===== config.mk =====
export PLATFORM = sky130hd
export DESIGN_NAME = block_reader
export DESIGN_NICKNAME = d
export VERILOG_FILES = /design/src/rtl/qpu_pkg.sv /design/src/rtl/block_reader_skid_fifo.sv /design/src/rtl/block_reader.sv
export SDC_FILE = /design/constraint.sdc
export NUM_CORES = 1
export LEC_CHECK = 0
export ABC_AREA = 1
export CORE_MARGIN = 2
export CORE_UTILIZATION = 40
export CTS_BUF_LIST = sky130_fd_sc_hd__clkbuf_4 sky130_fd_sc_hd__clkbuf_8
export DETAILED_ROUTE_END_ITERATION = 7
export GPL_ROUTABILITY_DRIVEN = 0
export HOLD_SLACK_MARGIN = 0.05
export PLACE_DENSITY = 0.68
export SLEW_MARGIN = 30
export SYNTH_ARGS = -nofsm -noshare
export SYNTH_HDL_FRONTEND = slang
export SYNTH_HIERARCHICAL = 1
export SYNTH_SLANG_ARGS = --single-unit

===== constraint.sdc =====
create_clock -name clk -period 4.2 [get_ports clk]
set_input_delay 0.84 -clock clk [delete_from_list [all_inputs] [get_ports clk]]
set_output_delay 0.84 -clock clk [all_outputs]
set_load 0.01 [all_outputs]

===== src/rtl/qpu_pkg.sv =====
// qpu_pkg: shared reader state type and default geometry for block_reader.
package qpu_pkg;

  localparam int unsigned DEFAULT_BLOCK_SIZE = 256;
  localparam int unsigned DEFAULT_DATA_W     = 32;

  typedef enum logic [1:0] {
    IDLE  = 2'd0,
    READ  = 2'd1,
    DRAIN = 2'd2
  } reader_state_e;

endpackage


===== src/rtl/block_reader_skid_fifo.sv =====
// skid_fifo: two-entry FIFO between the memory read port and the beat output.
// Push and pop in the same cycle keep occupancy unchanged, including when full.
module skid_fifo
  import qpu_pkg::*;
#(
  parameter int unsigned WIDTH = DEFAULT_DATA_W + 1
) (
  input  logic             clk,
  input  logic             rst_n,
  input  logic             push_i,
  input  logic [WIDTH-1:0] push_data_i,
  input  logic             pop_i,
  output logic             not_empty_o,
  output logic [WIDTH-1:0] head_o,
  output logic [1:0]       count_o
);

  logic [WIDTH-1:0] mem_q [2];
  logic             wr_ptr_q, wr_ptr_d;
  logic             rd_ptr_q, rd_ptr_d;
  logic [1:0]       cnt_q, cnt_d;
  logic             do_push, do_pop;

  // Qualify push/pop against occupancy and compute next pointers and count.
  always_comb begin
    do_pop   = pop_i && (cnt_q != 2'd0);
    do_push  = push_i && ((cnt_q != 2'd2) || do_pop);
    wr_ptr_d = wr_ptr_q ^ do_push;
    rd_ptr_d = rd_ptr_q ^ do_pop;
    cnt_d    = cnt_q;
    if (do_push && !do_pop) begin
      cnt_d = cnt_q + 2'd1;
    end else if (do_pop && !do_push) begin
      cnt_d = cnt_q - 2'd1;
    end
  end

  // Storage, pointers and occupancy; storage clears so the head reads zero in reset.
  always_ff @(posedge clk or negedge rst_n) begin
    if (!rst_n) begin
      for (int unsigned i = 0; i < 2; i++) begin
        mem_q[i] <= '0;
      end
      wr_ptr_q <= 1'b0;
      rd_ptr_q <= 1'b0;
      cnt_q    <= 2'd0;
    end else begin
      if (do_push) begin
        mem_q[wr_ptr_q] <= push_data_i;
      end
      wr_ptr_q <= wr_ptr_d;
      rd_ptr_q <= rd_ptr_d;
      cnt_q    <= cnt_d;
    end
  end

  assign not_empty_o = (cnt_q != 2'd0);
  assign head_o      = mem_q[rd_ptr_q];
  assign count_o     = cnt_q;

endmodule


===== src/rtl/block_reader.sv =====
// block_reader: streams one BLOCK_SIZE-entry block out of memory as a
// valid/ready beat stream once the writer signals the block is complete.
// Optional feature macro: BLOCK_READER_OVERRUN_EN adds a sticky 'overrun'
// output set by a start_block that arrives while a block is in progress.
module block_reader
  import qpu_pkg::*;
#(
  parameter int unsigned BLOCK_SIZE = DEFAULT_BLOCK_SIZE,
  parameter int unsigned DATA_W     = DEFAULT_DATA_W
) (
  input  logic                          clk,
  input  logic                          rst_n,
  input  logic                          start_block,
  output logic                          rd_en,
  output logic [$clog2(BLOCK_SIZE)-1:0] rd_addr,
  input  logic [DATA_W-1:0]             rd_data,
  output logic                          out_valid,
  input  logic                          out_ready,
  output logic [DATA_W-1:0]             out_data,
  output logic                          out_last,
  output logic                          busy,
  output logic                          block_read_done
`ifdef BLOCK_READER_OVERRUN_EN
  ,
  output logic                          overrun
`endif
);

  localparam int unsigned   AW        = $clog2(BLOCK_SIZE);
  localparam logic [AW-1:0] LAST_ADDR = AW'(BLOCK_SIZE - 1);

  reader_state_e   state_q, state_d;
  logic [AW-1:0]   rd_addr_q, rd_addr_d;
  logic            pend_q;
  logic            pend_last_q;
  logic            done_q;
  logic            pop;
  logic            fifo_valid;
  logic [DATA_W:0] fifo_head;
  logic [1:0]      fifo_cnt;
  logic [2:0]      inflight;

  skid_fifo #(
    .WIDTH (DATA_W + 1)
  ) u_fifo (
    .clk         (clk),
    .rst_n       (rst_n),
    .push_i      (pend_q),
    .push_data_i ({pend_last_q, rd_data}),
    .pop_i       (pop),
    .not_empty_o (fifo_valid),
    .head_o      (fifo_head),
    .count_o     (fifo_cnt)
  );

  assign out_valid       = fifo_valid;
  assign out_data        = fifo_head[DATA_W-1:0];
  assign out_last        = fifo_valid & fifo_head[DATA_W];
  assign pop             = fifo_valid & out_ready;
  assign busy            = (state_q != IDLE);
  assign rd_addr         = rd_addr_q;
  assign block_read_done = done_q;

  // Occupancy is counted after this cycle's pop so a drained slot can be
  // refilled immediately, giving one read per cycle with out_ready high.
  assign inflight = 3'(fifo_cnt) + 3'(pend_q) - 3'(pop);

  // Next-state, read strobe and address sequencing.
  always_comb begin
    state_d   = state_q;
    rd_addr_d = rd_addr_q;
    rd_en     = 1'b0;
    unique case (state_q)
      IDLE: begin
        if (start_block) begin
          state_d   = READ;
          rd_addr_d = '0;
        end
      end
      READ: begin
        rd_en = (inflight < 3'd2);
        if (rd_en) begin
          rd_addr_d = rd_addr_q + AW'(1);
          if (rd_addr_q == LAST_ADDR) begin
            state_d = DRAIN;
          end
        end
      end
      DRAIN: begin
        if (pop && out_last) begin
          state_d = IDLE;
        end
      end
      default: state_d = IDLE;
    endcase
  end

  // State, address, outstanding-read tracking and the done pulse.
  always_ff @(posedge clk or negedge rst_n) begin
    if (!rst_n) begin
      state_q     <= IDLE;
      rd_addr_q   <= '0;
      pend_q      <= 1'b0;
      pend_last_q <= 1'b0;
      done_q      <= 1'b0;
    end else begin
      state_q     <= state_d;
      rd_addr_q   <= rd_addr_d;
      pend_q      <= rd_en;
      pend_last_q <= rd_en && (rd_addr_q == LAST_ADDR);
      done_q      <= pop && out_last;
    end
  end

`ifdef BLOCK_READER_OVERRUN_EN
  logic overrun_q;

  // Sticky flag: a start arrived while a block was still in progress.
  always_ff @(posedge clk or negedge rst_n) begin
    if (!rst_n) begin
      overrun_q <= 1'b0;
    end else if (start_block && busy) begin
      overrun_q <= 1'b1;
    end
  end

  assign overrun = overrun_q;
`endif

endmodule


# Word-level counts from Yosys, hierarchy flattened

Cells that the tools add are included.

Register bits after elaboration: 83
Bits in latches: 0
Memory bits (writable): 0
Bits in read-only memories: 0
Input bits: 36
Word-level logic and storage cells: 67
Memories kept: 0

$add $sub $neg: 5
$mul: 0
Divide/modulo/power cells: 0
$lt $le $gt $ge: 4
Equality and inequality tests: 8
Shift operators: 0
Muxes and demuxes: 17
Bitwise operators: 6
Reductions and logical operators: 17

Operators with widths:

| operator                                                              | number |
|---|---|
| 33-bit 2-to-1 mux                                                     | 4 |
| 66-bit bitwise mux                                                    | 1 |
| 33-bit demux with 1-bit select                                        | 1 |
| 8-bit 2-to-1 mux                                                      | 2 |
| 8-bit case mux with 2 select lines                                    | 1 |
| 2-bit 2-to-1 mux                                                      | 6 |
| 2-bit inequality test, second input constant                          | 5 |
| 8-bit by 1-bit adder with 8-bit output, second input constant         | 1 |
| 8-bit equality test, second input constant                            | 1 |
| 2-bit nonzero test                                                    | 4 |
| 1-bit logical AND                                                     | 7 |
| 2-bit case mux with 3 select lines                                    | 1 |
| 2-bit greater-or-equal comparator, second input constant              | 2 |
| 1-bit NOT with 2-bit output                                           | 2 |
| 4-bit AND reduction                                                   | 1 |
| 2-bit by 1-bit adder with 3-bit output                                | 1 |
| 3-bit by 2-bit < comparator with 1-bit output, second input constant  | 1 |
| 3-bit AND reduction                                                   | 1 |
| 3-bit by 1-bit subtractor with 3-bit output                           | 1 |
| 2-bit by 1-bit adder with 2-bit output, second input constant         | 1 |
| 1-bit AND                                                             | 2 |
| 2-bit by 1-bit equality test with 1-bit output, second input constant | 1 |
| 2-bit equality test, second input constant                            | 1 |
| 1-bit logical NOT                                                     | 2 |
| 6 further kinds                                                       | 7 |

# Longest topological paths before layout

Word-level depth: 9
Gate-level depth with buffers: 15
Mapped depth without buffers: 14

# Cells and area by module

The synthesis kept the hierarchy.

Modules (own cells, without submodules):

| module       | times used | cells each | area an instance (µm²) | sequential area each (µm²) |
|---|---|---|---|---|
| skid_fifo    | 1          | 310        | 3214.3                 | 1751.7 |
| block_reader | 1          | 107        | 795.8                  | 325.3 |

# Least setup slack after synthesis

Ideal clock, no wire load.

Path kind: in2out
From: input out_ready
To: output rd_en
Arrival: 2.072 ns
Slack: 1.288 ns
Stages: 6
Buffers on the path: 0
Cell sequence: nand2_1 nor2_1 o21ai_0 fa_1 nand3_1 nor3_2

Word-level cells in the longest chain between the ends: 4

Ends and longest elaborated chain:

| what                                          | line               | text |
|---|---|---|
| from (decl)                                   | block_reader.sv:18 | `input logic out_ready,` |
| 1-bit AND                                     | block_reader.sv:59 | `assign pop = fifo_valid & out_ready;` |
| 3-bit by 1-bit subtractor with 3-bit output   | block_reader.sv:66 | `assign inflight = 3'(fifo_cnt) + 3'(pend_q) - 3'(pop);` |
| 3-bit by 2-bit < comparator with 1-bit output | block_reader.sv:81 | `rd_en = (inflight < 3'd2);` |
| 1-bit 2-to-1 mux                              | block_reader.sv:73 | `unique case (state_q)` |
| to (decl)                                     | block_reader.sv:14 | `output logic rd_en,` |

Every way passes these cells.

# Worst setup path in the final report

Same ends and word-level chain as after synthesis.

==> impl_metrics.yaml <==
critical_path:
  reg2reg_to: "u_fifo/mem_q[32]"
  end_kind: "output port"
  r2r_slack_ps: 1680
  r2r_start: "u_fifo/count_o[0]"
  reg2reg_depth: 9
  cp-start-kind: "primary input"
  cp.required_ps: 3360
  critPathMaxFanout: 3
  path_class: "in2out"
  cp.arrival_ps: 3100
logic_synthesis:
  synth_nets: 458
  synth-simple-area-share_pct: 14.5
  ys_ff_latch: 83
  synth_cells: 417
  ys_seq_area_share_pct: 51.8
  synth.top_cell.area_share_pct: 51.8
  synth_top_family_by_area: "simple AND/OR/NAND/NOR gates"
  yosysWarnings: 6
  synthTopCellsByArea: "dfrtp_1 (52%), mux2_4 (11%), nand2_1 (10%)"
  syn_area_um2: 4010
  synthAdderAreaFrac_pct: 1.75
  synth_mux_area_share_pct: 12.1
  synth.distinct_cells: 30
  synth.avg_cell_area_um2: 9.62
  synth-edff-count: 0
  synth_compound_area_share_pct: 10.1
  synth_xor_xnor_area_share_pct: 0.218
  synthFlopType: "dfrtp_1"
  yosysTopAreaCell: "dfrtp_1"
  ys_async_sr_fraction_pct: 100
detailed_routing:
  drt-vias-per-instance: 4.74
  drc: 0
  drt_iter0_drc: 96
  dr.pass1.iters: 4
  vias: 2998
  drt_wl_total_um: 8240
  ant_nets: 0
  wl_per_cell_um: 13.0
global_route:
  overflow: 0
  grt_pass1_wl_um: 14500
  grt_antenna_before_repair: 0
  grt_pass1_vias: 3085
  grt_usage_pct: 16.5
  grt_max_degree: 63
clock_tree:
  clockBufferDepth: 2
  cts_tree: "yes"
  clockRootBuffer: "clkbuf_8"
  ctsHoldBuffers: 0
  cts.htree.levels: 3
  numCtsBuffers: 9
  cts_resized: 0
  clkTransAtPathRegs_ps: 80
  post_cts_buffers: 0
  clock-sinks: 83
  clkLatencyLatePin_ps: 350
power:
  power.total_mw: 3.80
  p_leak_nw: 2.34
  power_density_nw_per_um2: 745
  vdd_drop_max_uv: 358
placed_design:
  hpwl_um: 5450
  dp.cells: 617
  port_buffers: 80
sta:
  tightest_slew_ps: 797
  fin_crit_ps: 3940
  slew_violations: 0
  fmax_ghz: 0.254
  skew_ps: 9.03
  rsz0062_at_grt: "no"
  hold-worst-slack_ps: 506
  final.setup.tns_ps: 0
  final-hold-violation-count: 0
  fin_crit_sh_pct: 93.7
  setup_viol: 0
  maxSlewHeadroom_pct: 46.8
hold_path:
  min_path_cells: 2
  min_path_type: "reg2reg"
  min_to: "u_fifo/mem_q[65]"
  hold_start: "pend_last_q"
cells_and_area:
  drive_gt1_share_pct: 14.6
  final_cells: 633
  area_growth_pct: 27.3
  nets: 536
  diodes: 0
  nFillCells: 897
die:
  initial_core_util_pct: 41.0
  die_h_um: 104
  num_io_pins: 81
  die_area_um2: 10800
  num_rows: 36
  die_x_um: 104
  core-area_um2: 9770
outcome:
  outcome: "completed"
flow_run:
  drv_cap: 0
[final cells by class]
cell class	instances	area (um^2)	share of cell area (%)
Clock inverter	7	116	2.28
Inverter	59	221	4.34
Tap cell	133	166	3.26
Timing Repair Buffer	86	843	16.5
Multi-Input combinational cell	256	1560	30.5
Sequential cell	83	2080	40.7
Clock buffer	9	124	2.43
[report_power, final]
group	total, mW	switching [mW]	internal, mW
logic	1.75	0.800	0.950
registers	1.37	0.214	1.15
clock network	0.684	0.290	0.394
[state kept, by name (all words and copies together) (netlist names), 2 cells and up]
register        cells
u_fifo/mem_q       66
rd_addr             8
u_fifo/count_o      2
state_q             2
[worst max-delay path by stage]
stage / cells after the start / from / to
floorplan: 6 / out_ready / rd_en
global placement: 8 / out_ready / rd_en
detailed placement: 8 / out_ready / rd_en
CTS: 8 / out_ready / rd_en
global route: 8 / out_ready / rd_en
finish: 8 / out_ready / rd_en
[Yosys cell counts, types with 2 or more instances]
cell	n
nand2_1	110
dfrtp_1	83
o21ai_0	70
inv_1	56
mux2_4	30
nand3_1	12
nor2_1	7
buf_2	6
buf_4	4
clkbuf_1	4
ha_1	4
o21ai_2	4
buf_12	3
inv_2	3
mux2_2	3
a21oi_1	2
nor2_2	2
o21ai_1	2
[placed cells by master (no fill, tap or decap), drive strengths merged, types with 2 or more instances in the layout]
cell type / instances
nand2: 111
dfrtp: 83
clkdlybuf4s50: 79
o21ai: 76
inv: 59
mux2: 33
nand3: 13
nor2: 10
clkbuf: 9
buf: 7
ha: 4
bufinv: 3
clkinv: 3
a21oi: 2
nor3: 2
[critical path, stage by stage]
cell and delay (ps):
clkdlybuf4s50_1 470, nand2_1 60, nor2_1 180, o21ai_0 150
fa_1 510, nand3_1 150, nor3_2 170, clkdlybuf4s50_1 560
[layer usage]
| metal | GRT usage, % | share of wire (%) | routed length, um |
|---|---|---|---|
| met3 | 4.64 | 5.2 | 425 |
| met1 | 22.7 | 50 | 4090 |
| met2 | 25.0 | 44 | 3650 |
| met4 | 5.60 | 0.92 | 76 |
| met5 | 0 | 0 | 0 |
[through the flow]
step           cell area [um^2]  setup WS, ps  utilization, %
6_report                   5100           265            52.2
5_1_grt                    5100          70.6            52.2
4_1_cts                    5100           246            52.2
3_5_place_dp               4860           265            49.8
3_3_place_gp               4860           311            49.8
2_1_floorplan              4010          1290               -
[cell families (layout without fill, tap and decap cells)]
| group | count (synthesis) | in the layout |
|---|---|---|
| XOR/XNOR | 1 | 1 |
| adder cells (fa/ha/maj) | 5 | 5 |
| AND/OR/NAND/NOR | 139 | 139 |
| multiplexers | 33 | 33 |
| buffers and inverters | 78 | 161 |
| flip-flops | 83 | 83 |
| AO/OA/AOI/OAI | 78 | 78 |
(Power assumes the default switching activity.)
==> variant (config.mk and constraints unchanged) <==
The 3 states of `reader_state_e` get a one-hot encoding in 3 bits.
--- a/src/rtl/qpu_pkg.sv
+++ b/src/rtl/qpu_pkg.sv
@@ -4,10 +4,10 @@
   localparam int unsigned DEFAULT_BLOCK_SIZE = 256;
   localparam int unsigned DEFAULT_DATA_W     = 32;
 
-  typedef enum logic [1:0] {
-    IDLE  = 2'd0,
-    READ  = 2'd1,
-    DRAIN = 2'd2
+  typedef enum logic [2:0] {
+    IDLE  = 3'b001,
+    READ  = 3'b010,
+    DRAIN = 3'b100
   } reader_state_e;
 
 endpackage
Behaviour: no difference found for any inputs over 10 cycles, from zero or initial values and one cycle with rst_n low; not proved beyond that.
==> variant against the unedited design <==
- synthesized area up 2.6%
- critical path depth unchanged
- highest routed layer unchanged
- via count up 2.0%
- total power up 2.0%
- sequential share of layout area down 0.28 points
- cell area up 2.0%
- sequential cell count up 1
- worst setup slack worse by 37 ps
- combinational power up 5%
- global-route usage down 0.39 points
- largest cell class unchanged
- wire length up 0.96%
==> variant: results (changes against the unedited design) <==
stage;metric;value;unit;change
logic_synthesis;synth cell count leaders;103 x nand2_1, 83 x dfrtp_1, 69 x o21ai_0;;
global_route;vias in the first global route;3082;;-0.097%
worst_setup_path;signal arrival time at the worst endpoint;3130;ps;+30 ps
worst_setup_path;Crit path largest cell delay;590;ps;+30 ps
route;met2 WL;3.879;mm;+6.2%
route;WL met3;457;um;+7.5%
global_route;overall routing resource usage;16.08;%;-0.39 points
clocking;CTS Buffer Depth;2;;unchanged
finish;layout cell share with drive strength beyond 1;16.44;%;+1.8 points
worst_hold_path;Hold Path Class;in2async;;
global_route;first-pass GRT wire length;14.37;mm;-1.2%
logic_synthesis;Syn Nets;463;;+1.1%
power_and_ir_drop;VDD IR max;0.3470;mV;-2.9%
route;initial DRC count;134;;+40%
clocking;H-tree Lvls;3;;unchanged
status;status;finished clean;;
finish;Storage cell area;0.002105;sq mm;+1.3%
logic_synthesis;Seq/Total Area, Yosys;51.14;%;-0.65 points
power_and_ir_drop;Leakage;2.363;nW;+0.82%
logic_synthesis;main area contributors after synthesis;dfrtp_1 51%, mux2_4 11%, nand2_1 9.4%, o21ai_0 8.4%, inv_1 5.0%;;
placement;post-detail-place hpwl;5.645;mm;+3.5%
route;DR pass1 iterations;6;;+2
placement;dpl ws;213.4;ps;-51.33 ps
placement;area of placed instances;0.004979;sq mm;+2.3%
worst_setup_path;reg-to-reg startpoint;u_fifo/count_o[1]$_DFFE_PN0P_;;
finish;# diodes;0;;unchanged
global_route;largest net degree at the start of global routing;68;;+7.9%
clocking;clock buffer count from CTS;9;;unchanged
sta;Max Clock Skew;13.71;ps;+4.680 ps
route;Total Wirelength;8.319;mm;+0.96%
route;via-per-instance ratio;4.772;;+0.76%
sta;relative slew slack;55.79;%;+9.0 points
logic_synthesis;post-synthesis cell type count;33;;+10%
finish;nets;541;;+0.93%
worst_setup_path;critical path fanouts, max;4;;+1
==> variant: final timing paths <==
check                                          endpoint  slack [ps]
setup / recovery                                  rd_en         230
hold / removal             u_fifo/mem_q[40]$_DFFE_PN0P_         480
setup reg to reg           u_fifo/mem_q[32]$_DFFE_PN0P_        1700
hold reg to reg            u_fifo/mem_q[65]$_DFFE_PN0P_         500
max in group asynchronous  u_fifo/mem_q[57]$_DFFE_PN0P_        3030
min in group clk           u_fifo/mem_q[65]$_DFFE_PN0P_         500
==> variant: worst reg2reg max path, cell delays in order (launching register included) <==
cell	delay [ps]
dfrtp_1	470
inv_1	90
nand2_1	150
nand2_1	110
inv_1	110
o21ai_0	100
inv_1	110
ha_2	620
buf_12	270
mux2_2	350
==> variant: metrics by stage <==
step / power (mW) / cells
finish: 3.877 / 641
global route: 4.194 / 641
CTS: 3.929 / 641
detailed placement: 3.268 / 625
global placement: 3.216 / 625
floorplan: 2.509 / 422
==> variant: routing by layer <==
| metal | GRT usage [%] | up-vias |
|---|---|---|
| met1 | 22.10 | 1483 |
| met5 | 0 | - |
| met4 | 3.714 | 0 |
| li1 | - | 1495 |
| met2 | 25.44 | 74 |
| met3 | 4.329 | 7 |
==> variant: where the power goes <==
part / switching, mW / leakage (nW) / internal [mW] / total [mW]
clock network: 0.300 / 0.110 / 0.339 / 0.639
registers: 0.223 / 1.01 / 1.19 / 1.41
logic: 0.848 / 1.24 / 0.981 / 1.83
total: 1.37 / 2.36 / 2.51 / 3.88
==> variant: area by class of cell <==
cell class | count | area share [%]
clock buffer | 9 | 2.380
tap | 136 | 3.269
sequential | 84 | 40.43
inverter | 59 | 4.351
timing repair buffer | 86 | 16.51
multi-input combinational | 260 | 31.15
clock inverter | 7 | 1.899
==> variant: logic make-up (layout without fill, tap and decap cells) <==
group           count (synthesis)  in the layout  synth area share (%)
xor+xnor                        1              1                0.2130
flops                          84             84                 51.14
buf+inv                        78            161                 9.553
fa+ha+maj                       5              5                 1.704
mux                            33             33                 11.77
simple gates                  143            143                 15.33
compound gates                 78             78                 10.28
